`config.mk`:
```
export PLATFORM = sky130hd
export DESIGN_NAME = rst_ckpt_flat
export DESIGN_NICKNAME = d
export VERILOG_FILES = /design/src/rtl/rst_ckpt_if.sv /design/src/rtl/rst_ckpt.sv /design/src/flat_wrapper.sv
export SDC_FILE = /design/constraint.sdc
export NUM_CORES = 2
export LEC_CHECK = 0
export CORE_MARGIN = 2
export CORE_UTILIZATION = 40
export DETAILED_ROUTE_END_ITERATION = 16
export PLACE_DENSITY_LB_ADDON = 0.12
export SYNTH_ARGS = -nofsm -noshare
export SYNTH_HDL_FRONTEND = slang
export SYNTH_SLANG_ARGS = --single-unit
```
`constraint.sdc`:
```
create_clock -name clk -period 7.9 [get_ports clk]
set_input_delay 0.79 -clock clk [delete_from_list [all_inputs] [get_ports clk]]
set_output_delay 0.79 -clock clk [all_outputs]
set_load 0.05 [all_outputs]
```
`src/rtl/rst_ckpt_if.sv`:
```
// Dispatch, CDB, operand-read and recovery signals of the register status table.
// The master drives the table inputs; the slave (the table) drives its outputs.
interface rst_ckpt_if #(
   parameter int NUM_REGS  = 32,
   parameter int TAG_WIDTH = 6,
   localparam int AW       = $clog2(NUM_REGS)
);
   logic [TAG_WIDTH-1:0] dispatch_tag;
   logic                 dispatch_valid;
   logic [AW-1:0]        dispatch_addr;
   logic                 dispatch_wen;
   logic [TAG_WIDTH-1:0] cdb_tag;
   logic                 cdb_valid;
   logic [NUM_REGS-1:0]  regfile_wen_onehot;
   logic [AW-1:0]        dispatch_rsaddr;
   logic [TAG_WIDTH-1:0] dispatch_rstag;
   logic                 dispatch_rsvalid;
   logic [AW-1:0]        dispatch_rtaddr;
   logic [TAG_WIDTH-1:0] dispatch_rttag;
   logic                 dispatch_rtvalid;
   logic                 ckpt_save;
   logic                 ckpt_restore;
   logic                 flush;
   logic [AW:0]          busy_count;

   modport master (
      output dispatch_tag, dispatch_valid, dispatch_addr, dispatch_wen,
      output cdb_tag, cdb_valid, dispatch_rsaddr, dispatch_rtaddr,
      output ckpt_save, ckpt_restore, flush,
      input  regfile_wen_onehot, dispatch_rstag, dispatch_rsvalid,
      input  dispatch_rttag, dispatch_rtvalid, busy_count
   );

   modport slave (
      input  dispatch_tag, dispatch_valid, dispatch_addr, dispatch_wen,
      input  cdb_tag, cdb_valid, dispatch_rsaddr, dispatch_rtaddr,
      input  ckpt_save, ckpt_restore, flush,
      output regfile_wen_onehot, dispatch_rstag, dispatch_rsvalid,
      output dispatch_rttag, dispatch_rtvalid, busy_count
   );
endinterface

```
`src/rtl/rst_ckpt.sv`:
```
// Register status table for Tomasulo dispatch: pending flag and producer tag per
// architectural register, with CDB bypass, one-level checkpoint and flush.
module rst_ckpt #(
   parameter int NUM_REGS           = 32,
   parameter int TAG_WIDTH          = 6,
   parameter int ZERO_REG_HARDWIRED = 1,
   localparam int AW                = $clog2(NUM_REGS)
) (
   input logic       clk,
   input logic       reset_n,
   rst_ckpt_if.slave bus
);

   logic [NUM_REGS-1:0]  valid_q, valid_d;
   logic [NUM_REGS-1:0]  snap_valid_q, snap_valid_d;
   logic [NUM_REGS-1:0]  match, snap_match;
   logic [TAG_WIDTH-1:0] tag_q      [NUM_REGS];
   logic [TAG_WIDTH-1:0] tag_d      [NUM_REGS];
   logic [TAG_WIDTH-1:0] snap_tag_q [NUM_REGS];
   logic [TAG_WIDTH-1:0] snap_tag_d [NUM_REGS];
   logic [AW:0]          busy_q, busy_d;
   logic                 zero_hw;
   logic                 dispatch_do;

   assign zero_hw     = (ZERO_REG_HARDWIRED != 0);
   assign dispatch_do = bus.dispatch_valid & bus.dispatch_wen &
                        ~(zero_hw & (bus.dispatch_addr == '0));

   // The snapshot sees the same broadcast as the live table so a restore
   // never brings back a producer that has already completed.
   always_comb begin
      match      = '0;
      snap_match = '0;
      for (int i = 0; i < NUM_REGS; i++) begin
         match[i]      = bus.cdb_valid & valid_q[i]      & (tag_q[i]      == bus.cdb_tag);
         snap_match[i] = bus.cdb_valid & snap_valid_q[i] & (snap_tag_q[i] == bus.cdb_tag);
      end
   end

   always_comb begin
      valid_d      = valid_q & ~match;
      tag_d        = tag_q;
      snap_valid_d = snap_valid_q & ~snap_match;
      snap_tag_d   = snap_tag_q;
      if (bus.flush) begin
         valid_d = '0;
      end else if (bus.ckpt_restore) begin
         valid_d = snap_valid_q & ~snap_match;
         tag_d   = snap_tag_q;
      end else begin
         // Dispatch is applied after the clears so it wins a same-entry collision.
         if (dispatch_do) begin
            valid_d[bus.dispatch_addr] = 1'b1;
            tag_d[bus.dispatch_addr]   = bus.dispatch_tag;
         end
         if (bus.ckpt_save) begin
            snap_valid_d = valid_d;
            snap_tag_d   = tag_d;
         end
      end
   end

   always_comb begin
      busy_d = '0;
      for (int i = 0; i < NUM_REGS; i++) begin
         busy_d = busy_d + {{AW{1'b0}}, valid_d[i]};
      end
   end

   always_ff @(posedge clk) begin
      if (!reset_n) begin
         valid_q      <= '0;
         snap_valid_q <= '0;
         busy_q       <= '0;
         for (int i = 0; i < NUM_REGS; i++) begin
            tag_q[i]      <= '0;
            snap_tag_q[i] <= '0;
         end
      end else begin
         valid_q      <= valid_d;
         tag_q        <= tag_d;
         snap_valid_q <= snap_valid_d;
         snap_tag_q   <= snap_tag_d;
         busy_q       <= busy_d;
      end
   end

   assign bus.regfile_wen_onehot = reset_n ? match : '0;
   assign bus.busy_count         = busy_q;

   assign bus.dispatch_rstag   = tag_q[bus.dispatch_rsaddr];
   assign bus.dispatch_rsvalid = valid_q[bus.dispatch_rsaddr] & ~match[bus.dispatch_rsaddr] &
                                 ~(zero_hw & (bus.dispatch_rsaddr == '0));
   assign bus.dispatch_rttag   = tag_q[bus.dispatch_rtaddr];
   assign bus.dispatch_rtvalid = valid_q[bus.dispatch_rtaddr] & ~match[bus.dispatch_rtaddr] &
                                 ~(zero_hw & (bus.dispatch_rtaddr == '0));

endmodule

```
`src/flat_wrapper.sv`:
```
// flat-port wrapper written by rule: the top's interface ports become plain ports
module rst_ckpt_flat 
#(
   parameter int NUM_REGS           = 32,
   parameter int TAG_WIDTH          = 6,
   parameter int ZERO_REG_HARDWIRED = 1,
   localparam int AW                = $clog2(NUM_REGS)
)
  (clk, reset_n, bus_dispatch_tag, bus_dispatch_valid, bus_dispatch_addr, bus_dispatch_wen, bus_cdb_tag, bus_cdb_valid, bus_dispatch_rsaddr, bus_dispatch_rtaddr, bus_ckpt_save, bus_ckpt_restore, bus_flush, bus_regfile_wen_onehot, bus_dispatch_rstag, bus_dispatch_rsvalid, bus_dispatch_rttag, bus_dispatch_rtvalid, bus_busy_count);
  rst_ckpt_if #(.NUM_REGS(NUM_REGS), .TAG_WIDTH(TAG_WIDTH)) bus_i ();
  input logic clk;
  input logic reset_n;
  input wire logic [$bits(bus_i.dispatch_tag)-1:0] bus_dispatch_tag;
  input wire logic [$bits(bus_i.dispatch_valid)-1:0] bus_dispatch_valid;
  input wire logic [$bits(bus_i.dispatch_addr)-1:0] bus_dispatch_addr;
  input wire logic [$bits(bus_i.dispatch_wen)-1:0] bus_dispatch_wen;
  input wire logic [$bits(bus_i.cdb_tag)-1:0] bus_cdb_tag;
  input wire logic [$bits(bus_i.cdb_valid)-1:0] bus_cdb_valid;
  input wire logic [$bits(bus_i.dispatch_rsaddr)-1:0] bus_dispatch_rsaddr;
  input wire logic [$bits(bus_i.dispatch_rtaddr)-1:0] bus_dispatch_rtaddr;
  input wire logic [$bits(bus_i.ckpt_save)-1:0] bus_ckpt_save;
  input wire logic [$bits(bus_i.ckpt_restore)-1:0] bus_ckpt_restore;
  input wire logic [$bits(bus_i.flush)-1:0] bus_flush;
  output wire logic [$bits(bus_i.regfile_wen_onehot)-1:0] bus_regfile_wen_onehot;
  output wire logic [$bits(bus_i.dispatch_rstag)-1:0] bus_dispatch_rstag;
  output wire logic [$bits(bus_i.dispatch_rsvalid)-1:0] bus_dispatch_rsvalid;
  output wire logic [$bits(bus_i.dispatch_rttag)-1:0] bus_dispatch_rttag;
  output wire logic [$bits(bus_i.dispatch_rtvalid)-1:0] bus_dispatch_rtvalid;
  output wire logic [$bits(bus_i.busy_count)-1:0] bus_busy_count;
  assign bus_i.dispatch_tag = bus_dispatch_tag;
  assign bus_i.dispatch_valid = bus_dispatch_valid;
  assign bus_i.dispatch_addr = bus_dispatch_addr;
  assign bus_i.dispatch_wen = bus_dispatch_wen;
  assign bus_i.cdb_tag = bus_cdb_tag;
  assign bus_i.cdb_valid = bus_cdb_valid;
  assign bus_i.dispatch_rsaddr = bus_dispatch_rsaddr;
  assign bus_i.dispatch_rtaddr = bus_dispatch_rtaddr;
  assign bus_i.ckpt_save = bus_ckpt_save;
  assign bus_i.ckpt_restore = bus_ckpt_restore;
  assign bus_i.flush = bus_flush;
  assign bus_regfile_wen_onehot = bus_i.regfile_wen_onehot;
  assign bus_dispatch_rstag = bus_i.dispatch_rstag;
  assign bus_dispatch_rsvalid = bus_i.dispatch_rsvalid;
  assign bus_dispatch_rttag = bus_i.dispatch_rttag;
  assign bus_dispatch_rtvalid = bus_i.dispatch_rtvalid;
  assign bus_busy_count = bus_i.busy_count;
  rst_ckpt #(.NUM_REGS(NUM_REGS), .TAG_WIDTH(TAG_WIDTH), .ZERO_REG_HARDWIRED(ZERO_REG_HARDWIRED)) u_core (.clk(clk), .reset_n(reset_n), .bus(bus_i));
endmodule
```
# Yosys cells after proc, flatten, opt, wreduce, memory -nomap -nowiden
# Index checks and enable logic that the tools add are counted.
totals:
  out_inout_bits: 52
  input_bits: 35
  regBits: 454
  elab_cells: 353
classes:
  bitwise: 149
  reduce_logical: 6
  n_eq_ne: 64
  order_cmp: 8
  addsub: 31
  mux: 28
op_table:
  columns: ["cell", "count"]
  rows:
  - ["6-bit == test", 64]
  - ["192-bit 2-to-1 mux", 2]
  - ["32-bit 2-to-1 mux", 7]
  - ["192-bit bitwise mux", 1]
  - ["6-bit by 1-bit adder with 6-bit output", 30]
  - ["1-bit bitwise AND", 134]
  - ["32-bit bitwise AND", 2]
  - ["32-bit NOT", 2]
  - ["6-bit binary-select mux with 5-bit select", 2]
  - ["32-bit bitwise OR", 1]
  - ["6-bit demux with 5-bit select", 1]
  - ["6-bit 2-to-1 mux", 5]
  - ["1-bit binary-select mux with 5-bit select", 4]
  - ["6-bit >= comparator (second input constant)", 3]
  - ["5-bit by 6-bit < comparator with 1-bit output (second input constant)", 3]
  - ["5-bit NOT with 6-bit output", 3]
  - ["5-bit logical NOT", 3]
  - ["1-bit NOT", 7]
  - ["6-bit by 1-bit < comparator with 1-bit output (second input constant)", 1]
  - ["1-bit demux with 5-bit select", 1]
  - ["5-bit by 1-bit >= comparator with 1-bit output (second input constant)", 1]
  - ["1-bit 2-to-1 mux", 5]
  - ["3-bit AND reduction", 1]
  - ["1-bit by 1-bit adder with 2-bit output", 1]
  - ["1-bit logical AND", 2]

# Depth between registers and ports, before layout
logic_depth:
  depth_word: 39
  depth_mapped: 26

# Worst setup path before layout
# OpenSTA, ideal clock, no wires.
synth_path:
  path_kind: "in2reg"
  start: "input bus_cdb_tag[1]"
  end: "register u_core.busy_q[4], in the netlist u_core.bus.busy_count[4]"
  setup_time_ps: 128
  t_arrival_ps: 6740
  required_time_ps: 7772
  setup_slack_ps: 1032
  cell_stages: 26
  path_cell_list: "buf_2 -> buf_4 -> buf_4 -> buf_2 -> xor2_1 -> o41ai_1 -> nor2_1 -> a21oi_1 -> nor2_1 -> ha_1 -> inv_1 -> fa_1 -> fa_1 -> fa_1 -> fa_1 -> fa_1 -> inv_1 -> fa_1 -> fa_1 -> inv_1 -> fa_1 -> inv_1 -> a21o_1 -> a21oi_1 -> xor2_1 -> nor2_1"
synth_between:
  elab_chain_cells: 39
  elab_cells_between_ends: 167
  cone_classes: "31 x add/sub; 64 x eq/ne; 3 x mux; 69 x bitwise"
synth_lines:
  columns: ["item", "line_no", "rtl"]
  rows:
  - ["from (decl)", "flat_wrapper.sv:17", "input wire logic [$bits(bus_i.cdb_tag)-1:0] bus_cdb_tag;"]
  - ["6-bit == test", "rst_ckpt.sv:35", "match[i] = bus.cdb_valid & valid_q[i] & (tag_q[i] == bus.cdb_tag);"]
  - ["1-bit bitwise AND", "rst_ckpt.sv:35", null]
  - ["32-bit NOT", "rst_ckpt.sv:41", "valid_d = valid_q & ~match;"]
  - ["32-bit bitwise AND", "rst_ckpt.sv:41", null]
  - ["32-bit bitwise OR (no line)", null, null]
  - ["32-bit 2-to-1 mux", "rst_ckpt.sv:52", "if (dispatch_do) begin"]
  - ["32-bit 2-to-1 mux (*)", "rst_ckpt.sv:47", "end else if (bus.ckpt_restore) begin"]
  - ["32-bit 2-to-1 mux (*)", "rst_ckpt.sv:45", "if (bus.flush) begin"]
  - ["named net u_core.valid_d[1]", "rst_ckpt.sv:14", "logic [NUM_REGS-1:0] valid_q, valid_d;"]
  - ["1-bit by 1-bit adder with 2-bit output (*)", "rst_ckpt.sv:66", "busy_d = busy_d + {{AW{1'b0}}, valid_d[i]};"]
  - ["6-bit by 1-bit adder with 6-bit output (*) (30 in a row)", "rst_ckpt.sv:66", null]
  - ["to (signal assigned)", "rst_ckpt.sv:84", "busy_q <= busy_d;"]
  - ["to (decl)", "rst_ckpt.sv:21", "logic [AW:0] busy_q, busy_d;"]
# Mark *: on every way through the listed nets, which the timed path passes. The rest lies on a longest branch.
# A chain may end at the register's enable or synchronous reset.

# Worst setup path after layout
layout_path:
  start: "input bus_dispatch_wen"
  end: "register u_core.busy_q[4], in the netlist u_core.bus.busy_count[4]"
layout_between:
  elab_chain_cells: 36
layout_lines:
  columns: ["item", "line_no", "rtl"]
  rows:
  - ["from (decl)", "flat_wrapper.sv:16", "input wire logic [$bits(bus_i.dispatch_wen)-1:0] bus_dispatch_wen;"]
  - ["1-bit bitwise AND (*) (2 in a row)", "rst_ckpt.sv:26", "assign dispatch_do = bus.dispatch_valid & bus.dispatch_wen &"]
  - ["32-bit 2-to-1 mux (*)", "rst_ckpt.sv:52", null]
  - ["32-bit 2-to-1 mux (*)", "rst_ckpt.sv:47", null]
  - ["32-bit 2-to-1 mux (*)", "rst_ckpt.sv:45", null]
  - ["1-bit by 1-bit adder with 2-bit output", "rst_ckpt.sv:66", null]
  - ["6-bit by 1-bit adder with 6-bit output (29 in a row)", "rst_ckpt.sv:66", null]
  - ["6-bit by 1-bit adder with 6-bit output (*)", "rst_ckpt.sv:66", null]
# Mark *: on every way between the ends. The rest lies on a longest branch, timed or not.

==> reports/metrics.yaml <==
status:
  status: "finished, final reports clean"
placement:
  place_ws_ns: 0.442
  io_buffers: 86
  placed_cell_area_mm2: 0.0312
  gp_congestion: 0.990
  hpwl_mm: 82.2
  post-place-cells: 4222
setup_path:
  crit_start: "bus_dispatch_wen"
  crit_path_cell_trace: "clkdlybuf4s50_1, nand4_1, buf_4, nor2_1, a21o_1, o211ai_1, fa_1, fa_1, inv_1, fa_1, inv_1, fa_1, fa_1, inv_1, fa_1, fa_1, inv_1, fa_1, inv_1, a21o_1, a21oi_1, xor2_1, nor2_1"
  crit_arrival_ns: 7.42
  cpMaxStageDelayCell: "nand4_1"
  cp_common_cell: "fa_1"
  crit_path_end_kind: "register"
  worstSetupStartpointType: "primary input"
  cp_slowest_stage_delay_ns: 0.78
  r2r-start: "u_core.tag_q[3]"
  r2r-end: "u_core.bus.busy_count[4]"
  reg2reg_depth: 19
  crit_buf_inv: 7
  r2r_slack_ns: 1.62
  crit_path_max_fanout: 6
  critPathKind: "in -> reg"
  crit_required_ns: 8.38
  path_delay_family: "adder cells"
pwr:
  ir_worst_vdd_mv: 0.160
  p_leak_nw: 11.7
  p_per_area_mw_per_mm2: 201
  total_power_mw: 6.63
synth:
  synth-edff-count: 0
  synth_area_per_cell_um2: 8.72
  synth.distinct_cells: 62
  syn_inst: 3376
  yosys_warnings: 0
  syn_area_mm2: 0.0294
  async_flop_share_pct: 0
  yosysTopAreaCellShare_pct: 30.9
  synth_area_leader_cell: "dfxtp_1"
  ys_ff_latch: 454
  synthTopCellsByArea: "dfxtp_1 (31%), mux4_2 (10%), nor2_1 (7.5%)"
  synth_flop_cell: "dfxtp_1"
  syn_nets: 3443
  ys_seq_area_share_pct: 30.9
floorplanning:
  fp-row-count: 99
  start_util_pct: 40.3
  num_io_pins: 87
  die-area_mm2: 0.0758
  die_h_um: 275
  core_area_mm2: 0.0730
  dieWidth_um: 275
clocking:
  clk_pin_slew_ns: 0.06
  cts_hold_buf: 0
  cts-root-buf: "clkbuf_16"
  h-tree-depth: 2
  clock_path_buffers: 3
  cts_tree: "done"
  cts_inserted_buffers: 54
  cts-resized-gates: 0
  clock_sinks: 454
  cts_setup_buffers: 0
  clk_latency_ns: 0.63
timing:
  fin_ws_ns: 0.952
  setup_viol: 0
  worstMarginPinSlew_ns: 1.20
  max_freq_mhz: 144
  setup_tns_ns: 0
  whs_ns: 0.494
  final.min_clock_period_ns: 6.95
  skew_ns: 0.0135
  max-slew-margin-rel_pct: 19.4
  grt_setup_unrepaired: "no"
  period_share_pct: 87.9
  hold_viol_final: 0
  drv_slew: 0
hold_path:
  min_from: "u_core.snap_tag_q[189]"
  min_to: "u_core.snap_tag_q[189]"
  hold_depth: 2
  hp-class: "reg -> reg"
drt:
  routedWlPerCell_um: 28.7
  final_antenna_net_count: 0
  drtIter0Drc: 3071
  post_drt_via_cell_ratio: 6.34
  route.detailed.drc: 0
  first_pass_iters: 5
  routed_wl_mm: 124
  vias: 27400
final_layout:
  mostFrequentLayoutCell: "nor2_1"
  fin_util_pct: 45.3
  design_area_mm2: 0.0330
  num-nets-final: 3386
  drive_gt1_share_pct: 11.6
  final-instance-count-excl-fill: 4316
  layout_common_cells: "nor2_1 (585), dfxtp_1 (454), a211oi_1 (228), a21oi_1 (213), mux2i_1 (203)"
  antenna_cells: 0
  syn_to_final_growth_pct: 12.2
job:
  maxCapViolCount: 0
global_route:
  grt_usage_pct: 32.3
  grt_max_degree: 187
  overflow: 0
  grt_antenna_before_repair: 3
  grt_pass1_wl_mm: 182
  grt_pass1_vias: 26300
## tightest hold or removal path: stages, from the launching register on
cell,delay (ns)
dfxtp_1,0.33
nand2_1,0.06
a21oi_1,0.06
## Yosys cell counts, drive strengths merged, types with 21 or more instances
library cell,instances
mux2i,203
o211ai,21
nor2,599
mux4,133
xor2,201
o41ai,32
nand2,92
dfxtp,454
clkbuf,206
o22ai,193
nor2b,190
fa,24
a211oi,228
buf,116
nor3,21
a21oi,213
xnor2,185
inv,42
nor4,33
nand4,59
a21o,27
## metal layers
| metal | part of all wire (%) | GRT usage, % | vias up |
|---|---|---|---|
| met5 | 0.050 | 0 | - |
| met4 | 4.8 | 14.0 | 6 |
| met3 | 8.3 | 6.29 | 330 |
| met2 | 45 | 51.1 | 1394 |
| met1 | 42 | 42.9 | 13700 |
| li1 | - | - | 12000 |
## cell families (layout without fill, tap and decap cells)
group           after synthesis  count (layout)  synth area share, %
xor+xnor                    386             386                 11.5
compound gates              744             744                 16.5
mux                         345             345                 17.4
flops                       454             454                 30.9
buf+inv                     367             348                 5.25
fa+ha+maj                    32              32                 1.97
simple gates               1048            1048                 16.5
## power breakdown
part / leakage [nW] / internal, mW / switching (mW)
sequential: 3.72 / 2.42 / 0.180
combinational: 7.12 / 0.549 / 0.844
clock: 0.897 / 1.56 / 1.08
## layout make-up
type	count	area [um^2]
Clock buffer	77	1600
Multi-Input combinational cell	2555	18900
Timing Repair Buffer	209	1890
Inverter	45	176
Sequential cell	454	9090
Fill cell	6968	39900
Tap cell	959	1200
Clock inverter	17	223
## registers in the layout, indices dropped and copies added, names as in the netlist
name,count
u_core.bus.busy_count,6
u_core.valid_q,32
u_core.snap_tag_q,192
u_core.tag_q,192
u_core.snap_valid_q,32
## worst max path at each step
stage | to | slack, ns | cells after the start
finish | u_core.bus.busy_count[4] | 0.95 | 23
floorplan | u_core.bus.busy_count[4] | 1.03 | 26
global route | u_core.bus.busy_count[4] | 0.84 | 24
detailed placement | u_core.bus.busy_count[4] | 0.44 | 23
global placement | u_core.bus.busy_count[4] | 0.43 | 24
CTS | u_core.bus.busy_count[4] | 1.08 | 23
Note: power is estimated with default switching activity, not from simulation.
